[src/rtl/ff_autoplay_pkg.sv]
// Shared types and helpers for the foodfight auto-play sequencer.
// MANUAL reuses the DONE encoding; the sequencer keeps a separate flag to tell them apart.
package ff_autoplay_pkg;

    typedef enum logic [2:0] {
        StIdle  = 3'd0,
        StBoot  = 3'd1,
        StCoin  = 3'd2,
        StGap1  = 3'd3,
        StStart = 3'd4,
        StGap2  = 3'd5,
        StPlay  = 3'd6,
        StDone  = 3'd7
    } state_e;

    function automatic int unsigned ms_width(input int unsigned max_ms);
        return $clog2(max_ms + 1);
    endfunction

endpackage

[src/rtl/ff_ms_tick.sv]
// Free-running millisecond strobe: one-cycle ms_tick every CLK_HZ/1000 clocks.
module ff_ms_tick #(
    parameter int unsigned CLK_HZ = 12000000
) (
    input  logic clk12m,
    input  logic reset,
    output logic ms_tick
);

    localparam int unsigned Div  = (CLK_HZ / 1000 < 1) ? 1 : CLK_HZ / 1000;
    localparam int unsigned CntW = (Div > 1) ? $clog2(Div) : 1;
    localparam logic [CntW-1:0] Last = CntW'(Div - 1);

    logic [CntW-1:0] cnt_q, cnt_d;

    always_comb begin
        cnt_d = cnt_q + CntW'(1);
        if (cnt_q == Last) begin
            cnt_d = '0;
        end
    end

    always_ff @(posedge clk12m) begin
        if (reset) begin
            cnt_q <= '0;
        end else begin
            cnt_q <= cnt_d;
        end
    end

    assign ms_tick = (cnt_q == Last);

endmodule

[src/rtl/ff_autoplay_seq.sv]
// Auto-play sequencer: boots, inserts a coin, starts 1P and throws until PLAY_MS expires.
// Define FF_AUTOPLAY_LOOP_EN to return to BOOT after PLAY for an endless attract demo.
module ff_autoplay_seq
    import ff_autoplay_pkg::*;
#(
    parameter int unsigned CLK_HZ   = 12000000,
    parameter int unsigned BOOT_MS  = 3000,
    parameter int unsigned PULSE_MS = 100,
    parameter int unsigned GAP_MS   = 1000,
    parameter int unsigned THROW_MS = 500,
    parameter int unsigned PLAY_MS  = 60000
) (
    input  logic       clk12m,
    input  logic       reset,
    input  logic       enable,
    input  logic       manual_act,
    output logic       auto_coin_n,
    output logic       auto_start_n,
    output logic       auto_throw_n,
    output logic       busy,
    output logic [2:0] state_o
);

    localparam int unsigned Max01 = (BOOT_MS > PULSE_MS) ? BOOT_MS : PULSE_MS;
    localparam int unsigned Max23 = (GAP_MS > THROW_MS) ? GAP_MS : THROW_MS;
    localparam int unsigned Max03 = (Max01 > Max23) ? Max01 : Max23;
    localparam int unsigned MaxMs = (Max03 > PLAY_MS) ? Max03 : PLAY_MS;
    localparam int unsigned MsW   = ms_width(MaxMs);
    localparam int unsigned ThrW  = ms_width(THROW_MS);

`ifdef FF_AUTOPLAY_LOOP_EN
    localparam state_e PlayExit = StBoot;
`else
    localparam state_e PlayExit = StDone;
`endif

    if (!(PULSE_MS < THROW_MS && PULSE_MS < GAP_MS)) begin : g_bad_cfg
        $error("ff_autoplay_seq: PULSE_MS must be below both THROW_MS and GAP_MS");
    end

    logic ms_tick;

    ff_ms_tick #(
        .CLK_HZ(CLK_HZ)
    ) u_ms_tick (
        .clk12m (clk12m),
        .reset  (reset),
        .ms_tick(ms_tick)
    );

    state_e          state_q, state_d;
    logic            manual_q, manual_d;
    logic [MsW-1:0]  ms_q, ms_d;
    logic [ThrW-1:0] thr_q, thr_d;
    logic            coin_n_q, coin_n_d;
    logic            start_n_q, start_n_d;
    logic            throw_n_q, throw_n_d;
    logic            busy_q, busy_d;

    // Operator activity outranks enable, which outranks every timer expiry.
    always_comb begin
        state_d  = state_q;
        manual_d = manual_q;
        if (state_q != StDone) begin
            if (manual_act) begin
                state_d  = StDone;
                manual_d = 1'b1;
            end else if (!enable) begin
                state_d = StIdle;
            end else begin
                case (state_q)
                    StIdle:  state_d = StBoot;
                    StBoot:  if (ms_q == MsW'(BOOT_MS))  state_d = StCoin;
                    StCoin:  if (ms_q == MsW'(PULSE_MS)) state_d = StGap1;
                    StGap1:  if (ms_q == MsW'(GAP_MS))   state_d = StStart;
                    StStart: if (ms_q == MsW'(PULSE_MS)) state_d = StGap2;
                    StGap2:  if (ms_q == MsW'(GAP_MS))   state_d = StPlay;
                    StPlay:  if (ms_q == MsW'(PLAY_MS))  state_d = PlayExit;
                    default: state_d = state_q;
                endcase
            end
        end
    end

    always_comb begin
        ms_d  = ms_q;
        thr_d = thr_q;
        if (state_d != state_q) begin
            ms_d  = '0;
            thr_d = '0;
        end else if (ms_tick) begin
            if (ms_q != MsW'(MaxMs)) begin
                ms_d = ms_q + MsW'(1);
            end
            thr_d = (thr_q == ThrW'(THROW_MS - 1)) ? '0 : thr_q + ThrW'(1);
        end
    end

    // Outputs follow the registered state, so they lag a state change by one cycle.
    always_comb begin
        coin_n_d  = (state_q != StCoin);
        start_n_d = (state_q != StStart);
        throw_n_d = !((state_q == StPlay) && (thr_q < ThrW'(PULSE_MS))
                      && (ms_q < MsW'(PLAY_MS)));
        busy_d    = (state_q != StIdle) && (state_q != StDone);
    end

    always_ff @(posedge clk12m) begin
        if (reset) begin
            state_q   <= StIdle;
            manual_q  <= 1'b0;
            ms_q      <= '0;
            thr_q     <= '0;
            coin_n_q  <= 1'b1;
            start_n_q <= 1'b1;
            throw_n_q <= 1'b1;
            busy_q    <= 1'b0;
        end else begin
            state_q   <= state_d;
            manual_q  <= manual_d;
            ms_q      <= ms_d;
            thr_q     <= thr_d;
            coin_n_q  <= coin_n_d;
            start_n_q <= start_n_d;
            throw_n_q <= throw_n_d;
            busy_q    <= busy_d;
        end
    end

    assign auto_coin_n  = coin_n_q;
    assign auto_start_n = start_n_q;
    assign auto_throw_n = throw_n_q;
    assign busy         = busy_q;
    assign state_o      = state_q;

endmodule

[config.mk]
export PLATFORM = sky130hd
export DESIGN_NAME = ff_autoplay_seq
export DESIGN_NICKNAME = d
export VERILOG_FILES = /design/src/rtl/ff_autoplay_pkg.sv /design/src/rtl/ff_ms_tick.sv /design/src/rtl/ff_autoplay_seq.sv
export SDC_FILE = /design/constraint.sdc
export NUM_CORES = 1
export LEC_CHECK = 0
export BUFFER_PORTS_ARGS = -buffer_cell sky130_fd_sc_hd__buf_2
export CAP_MARGIN = 10
export CORE_AREA = 5 5 95 97
export CTS_CLUSTER_SIZE = 16
export DETAILED_ROUTE_END_ITERATION = 8
export DIE_AREA = 0 0 100 102
export SYNTH_ARGS = -nofsm -noshare
export SYNTH_HDL_FRONTEND = slang
export SYNTH_SLANG_ARGS = --single-unit
[constraint.sdc]
create_clock -name clk12m -period 2.45 [get_ports clk12m]
set_clock_uncertainty 0.05 [all_clocks]
set_input_delay 0.1225 -clock clk12m [delete_from_list [all_inputs] [get_ports clk12m]]
set_output_delay 0.1225 -clock clk12m [all_outputs]
set_load 0.02 [all_outputs]
Word-level counts from Yosys, hierarchy flattened
Cells that the tools add are included.
W data, S select, Z words.
{"block": "classes", "addsub": 3, "order_cmp": 2, "n_eq_ne": 17, "n_mux": 11, "n_reduce_logical": 9}
{"cell": "$mux W3", "count": 9}
{"cell": "$pmux W3 S7", "count": 1}
{"cell": "$add A16 B1 Y16 const B", "count": 1}
{"cell": "$eq A16 B10 Y1 const B", "count": 1}
{"cell": "$eq A16 B12 Y1 const B", "count": 1}
{"cell": "$eq A16 B16 Y1 const B", "count": 1}
{"cell": "$eq A16 B7 Y1 const B", "count": 1}
{"cell": "$lt A16 B16 Y1 const B", "count": 1}
{"cell": "$ne A16 B16 Y1 const B", "count": 1}
{"cell": "$add A14 B1 Y14 const B", "count": 1}
{"cell": "$eq A14 B14 Y1 const B", "count": 1}
{"cell": "$add A9 B1 Y9 const B", "count": 1}
{"cell": "$eq A3 B3 Y1 const B", "count": 3}
{"cell": "$eq A9 B9 Y1 const B", "count": 1}
{"cell": "$lt A9 B7 Y1 const B", "count": 1}
{"cell": "$mux W9", "count": 1}
{"cell": "$eq A3 B2 Y1 const B", "count": 2}
{"cell": "$ne A3 B3 Y1 const B", "count": 2}
{"cell": "$reduce_or A2 Y1", "count": 2}
{"cell": "$eq A3 B1 Y1 const B", "count": 1}
{"cell": "$logic_and A1 B1 Y1", "count": 3}
{"cell": "$logic_not A3 Y1", "count": 1}
{"cell": "$ne A3 B2 Y1 const B", "count": 1}
{"cell": "$ne A3 B3 Y1", "count": 1}
{"cell": "other kinds (3)", "count": 3}
{"block": "word_totals", "regBits": 46, "input_bits": 4, "out_inout_bits": 7}

Logic depth before layout (Yosys ltp)
{"block": "depth", "depth_word": 8, "mapped_depth": 10, "mapped_depth_nobuf": 7}

Hierarchy
A second synthesis with hierarchy kept.
{"block": "unflattened", "cells_unflattened": 292, "hier_area_um2": 2557.5}
{"mod": "ff_autoplay_seq", "instances": 1, "cells_per_inst": 223, "area_per_inst_um2": 1838.0, "seq_area_each_um2": 640.6}
{"mod": "ff_ms_tick", "instances": 1, "cells_per_inst": 69, "area_per_inst_um2": 719.4, "seq_area_each_um2": 280.3}

Worst setup path before layout
Ideal clock, no wire load.
{"block": "synth_path", "path_kind": "register -> register", "startpoint": "register ms_q[0]", "endpoint": "register thr_q[0]", "setup_ns": 0.082, "arrival_ns": 1.905, "setup_slack_ns": 0.414, "path_stages_with_launch": 11, "path_buffers": 3, "cell_sequence": "dfxtp_1 > inv_1 > ha_1 > and3_1 > and4_1 > buf_6 > o22a_1 > a32o_1 > buf_6 > buf_12 > a211oi_4"}
{"block": "synth_via", "elab_chain_len": 8, "elab_cells_between_ends": 16}
{"item": "start: declaration", "line_no": "ff_autoplay_seq.sv:53", "source": "logic [MsW-1:0] ms_q, ms_d;"}
{"item": "start signal: assignment", "line_no": "ff_autoplay_seq.sv:121", "source": "ms_q <= ms_d;"}
{"item": "$eq A16 B16 Y1, or another cell as far along", "line_no": "ff_autoplay_seq.sv:78", "source": "StPlay: if (ms_q == MsW'(PLAY_MS)) state_d = PlayExit;"}
{"item": "$mux W3, or another cell as far along", "line_no": "ff_autoplay_seq.sv:78"}
{"item": "$pmux W3 S7 (*)", "line_no": "ff_autoplay_seq.sv:71", "source": "case (state_q)"}
{"item": "$mux W3 (*)", "line_no": "ff_autoplay_seq.sv:68", "source": "end else if (!enable) begin"}
{"item": "$mux W3 (*)", "line_no": "ff_autoplay_seq.sv:65", "source": "if (manual_act) begin"}
{"item": "$mux W3 (*)", "line_no": "ff_autoplay_seq.sv:64", "source": "if (state_q != StDone) begin"}
{"item": "$ne A3 B3 Y1 (*)", "line_no": "ff_autoplay_seq.sv:88", "source": "if (state_d != state_q) begin"}
{"item": "$reduce_or A2 Y1 (no source line) (*)"}
{"item": "end signal: assignment", "line_no": "ff_autoplay_seq.sv:122", "source": "thr_q <= thr_d;"}
{"item": "end: declaration", "line_no": "ff_autoplay_seq.sv:54", "source": "logic [ThrW-1:0] thr_q, thr_d;"}
Every way passes the cells marked *; elsewhere a longest branch is shown, timed or not.
A chain may end at the register's enable or synchronous reset.

Final worst setup path
{"block": "layout_path", "startpoint": "register u_ms_tick.cnt_q[0]", "endpoint": "register ms_q[14]"}
{"block": "layout_via", "elab_chain_len": 2}
{"item": "start: declaration", "line_no": "ff_ms_tick.sv:14", "source": "logic [CntW-1:0] cnt_q, cnt_d;"}
{"item": "start signal: assignment", "line_no": "ff_ms_tick.sv:27", "source": "cnt_q <= cnt_d;"}
{"item": "$eq A14 B14 Y1", "line_no": "ff_ms_tick.sv:31", "source": "assign ms_tick = (cnt_q == Last);"}
{"item": "$reduce_and A2 Y1 (no source line)"}
Every way passes these cells.

==> results.toml <==
[placement]
place_inst = 415
place_hpwl_um = 4167
place_congestion = 0.8043
io_buffers = 10

[floorplan]
num_rows = 33
die_h_um = 102
io_pins = 11
core_region_area_um2 = 8051
die_area_um2 = 10200
die_w_um = 100
start_util_pct = 34.33

[route]
dr.pass1.iters = 4
wl_um = 5814
drtIter0Drc = 119
drc = 0
post_drt_wl_per_cell_um = 13.74
vias = 2264
ant_nets = 0
vias_per_cell = 5.352

[synth]
synthFlopType = "dfxtp_1"
syn_nets = 324
synth_cells = 316
synthArstFlopShare_pct = 0
syn_avg_cell_area_um2 = 8.747
synth_edf_count = 0
netlist_top_cells_area = "dfxtp_1 (33%), nor3_2 (6.9%), xnor2_1 (5.1%)"
ys_ff_latch = 46
yosys.area.top_type_share_pct = 33.32
synth.distinct_cells = 58
synth.largest_area_cell = "dfxtp_1"
yosys_warnings = 0
ys_seq_area_share_pct = 33.32
syn_area_um2 = 2764

[cts]
cts_tree = "built"
holdBufCountCts = 0
ctsResizeCount = 0
cts.sinks = 46
cts-buffers-inserted = 5
insertion_delay_ns = 0.30
htree_levels = 2
postCtsSetupRepairBufs = 0
cts-root-buf = "clkbuf_8"
clk_pin_slew_ns = 0.09
clockBufferDepth = 2

[critical_path]
cp_common_cell = "and4_1"
path_max_fanout = 9
path_cells = "ha_1, and4_1, and4_1, nand3_1, or3_1, a211oi_1"
cp_num_cells = 6
path_buf_inv = 0
crit_type = "reg2reg"
worstRegToRegCells = 6
cp_data_required_time_ns = 2.62
start_kind = "flip-flop"
end_kind = "flip-flop"
cpMaxStageDelayCell = "and4_1"
crit_family = "simple AND/OR/NAND/NOR gates"
slowest_delay_ns = 0.41
arrival_ns = 2.36

[sta]
fmax_mhz = 456.7
rsz0062_at_grt = "false"
hold_viol_final = 0
tns_ns = 0
setup_viol = 0
period_share_pct = 89.38
finalCriticalPeriod_ns = 2.190
slew_headroom_pct = 49.38
slew_viol_final = 0
worst_pin_slew_ns = 0.7498

[layout]
layout_common_cells = "dfxtp_1 (46), nor2_1 (28), nand2_1 (19), nor3_2 (19), nand4_1 (17)"
final_common_cell = "dfxtp_1"
drive_gt1_share_pct = 17.61
final_cells = 423
final_nets = 325
fill_cells = 847
area_delta_synth_final_pct = 7.605
utilization_pct = 36.94
antenna_cells = 0

[global_routing]
antenna_found_initial = 0
met2_usage_pct = 19.55
track_usage_pct = 12.27
grt_pass1_vias = 2110
grt.overflow.total = 0
grt_max_degree = 26
use_met1_pct = 16.47
grt-busiest-layer = "met2"
met3_usage_pct = 2.457
grt_pass1_wl_um = 10190

[pwr]
ir_worst_vdd_mv = 0.2474
p_per_area_nw_per_um2 = 483.5
p_leak_nw = 0.9241

[worst_hold_path]
min_path_cells = 2
holdCritPathClass = "in2reg"

[run]
maxCapViolCount = 0

[run_status]
status = "completed"
kinds of logic (layout without fill, tap and decap cells):
logic type	Yosys count	after routing	synth area share (%)
DFF	46	46	33.32
muxes	3	3	1.087
and+or+nand+nor	158	158	36.71
xor gates and xnor gates	29	29	9.190
adders and majority gates	4	4	1.811
AOI/OAI and AO/OA	43	43	11.32
buffers and inverters	33	35	6.564
cell usage after synthesis (2+ instances only):
| cell | count |
|---|---|
| xor2_1 | 13 |
| a21oi_1 | 8 |
| nand2b_1 | 3 |
| buf_6 | 3 |
| dfxtp_1 | 46 |
| or3_1 | 3 |
| nor3_1 | 3 |
| nand4_1 | 17 |
| nor4bb_1 | 2 |
| and2_1 | 3 |
| buf_2 | 11 |
| a31o_2 | 2 |
| nor2b_1 | 4 |
| o22ai_1 | 2 |
| xnor2_1 | 16 |
| a21o_1 | 2 |
| and3_1 | 9 |
| a211oi_1 | 4 |
| nor3_2 | 19 |
| inv_1 | 9 |
| nor2_1 | 28 |
| ha_1 | 4 |
| nand3_1 | 16 |
| o211ai_1 | 4 |
| and4_1 | 5 |
| nor4_1 | 10 |
| nor4b_2 | 4 |
| clkbuf_1 | 6 |
| nor4b_1 | 5 |
| nand2_1 | 19 |
| nand4b_1 | 2 |
| o21ai_0 | 6 |
| mux2i_1 | 3 |
area by class of cell:
class / count / area [um^2] / share of cell area (%)
multi-input combinational: 237 / 1662 / 55.87
sequential: 46 / 920.9 / 30.96
timing repair buffer: 18 / 135.1 / 4.544
tap: 105 / 131.4 / 4.417
clock buffer: 7 / 86.33 / 2.903
inverter: 9 / 33.78 / 1.136
clock inverter: 1 / 5.005 / 0.1683
per-stage QoR:
step / instance area (um^2) / setup slack (ns) / power [mW] / hold slack (ns)
floorplan: 2764 / 0.4135 / 0.9395 / 0.2243
global placement: 2883 / 0.3104 / 0.9708 / 0.3803
detailed placement: 2883 / 0.2766 / 0.9732 / 0.3877
CTS: 2974 / 0.2488 / 1.458 / 0.05803
global route: 2974 / 0.09388 / 1.505 / 0.08024
finish: 2974 / 0.2602 / 1.438 / 0.06095
flip-flops by register name, indices dropped and copies added (netlist names):
register	cells
auto_start_n	1
thr_q	9
state_o	3
auto_coin_n	1
ms_q	16
busy	1
auto_throw_n	1
u_ms_tick.cnt_q	14
routing by layer:
metal  routed length, um  up-vias
li1                    -     1152
met1                2886     1068
met2                2574       36
met3                 259        8
met4                  93        0
met5                   0        -
final timing paths:
check,from,end,slack (ns)
worst max register to register,u_ms_tick.cnt_q[0],ms_q[14],0.26
worst min register to register,u_ms_tick.cnt_q[0],u_ms_tick.cnt_q[0],0.42
worst max-delay path,u_ms_tick.cnt_q[0],ms_q[14],0.26
worst min-delay path,reset,state_o[2],0.06
power breakdown:
part           switching [mW]  internal, mW  leakage (nW)
Combinational           0.113        0.0649         0.503
Clock                   0.256         0.228        0.0482
Sequential             0.0178         0.758         0.373
Power figures use the tool's default switching activity.
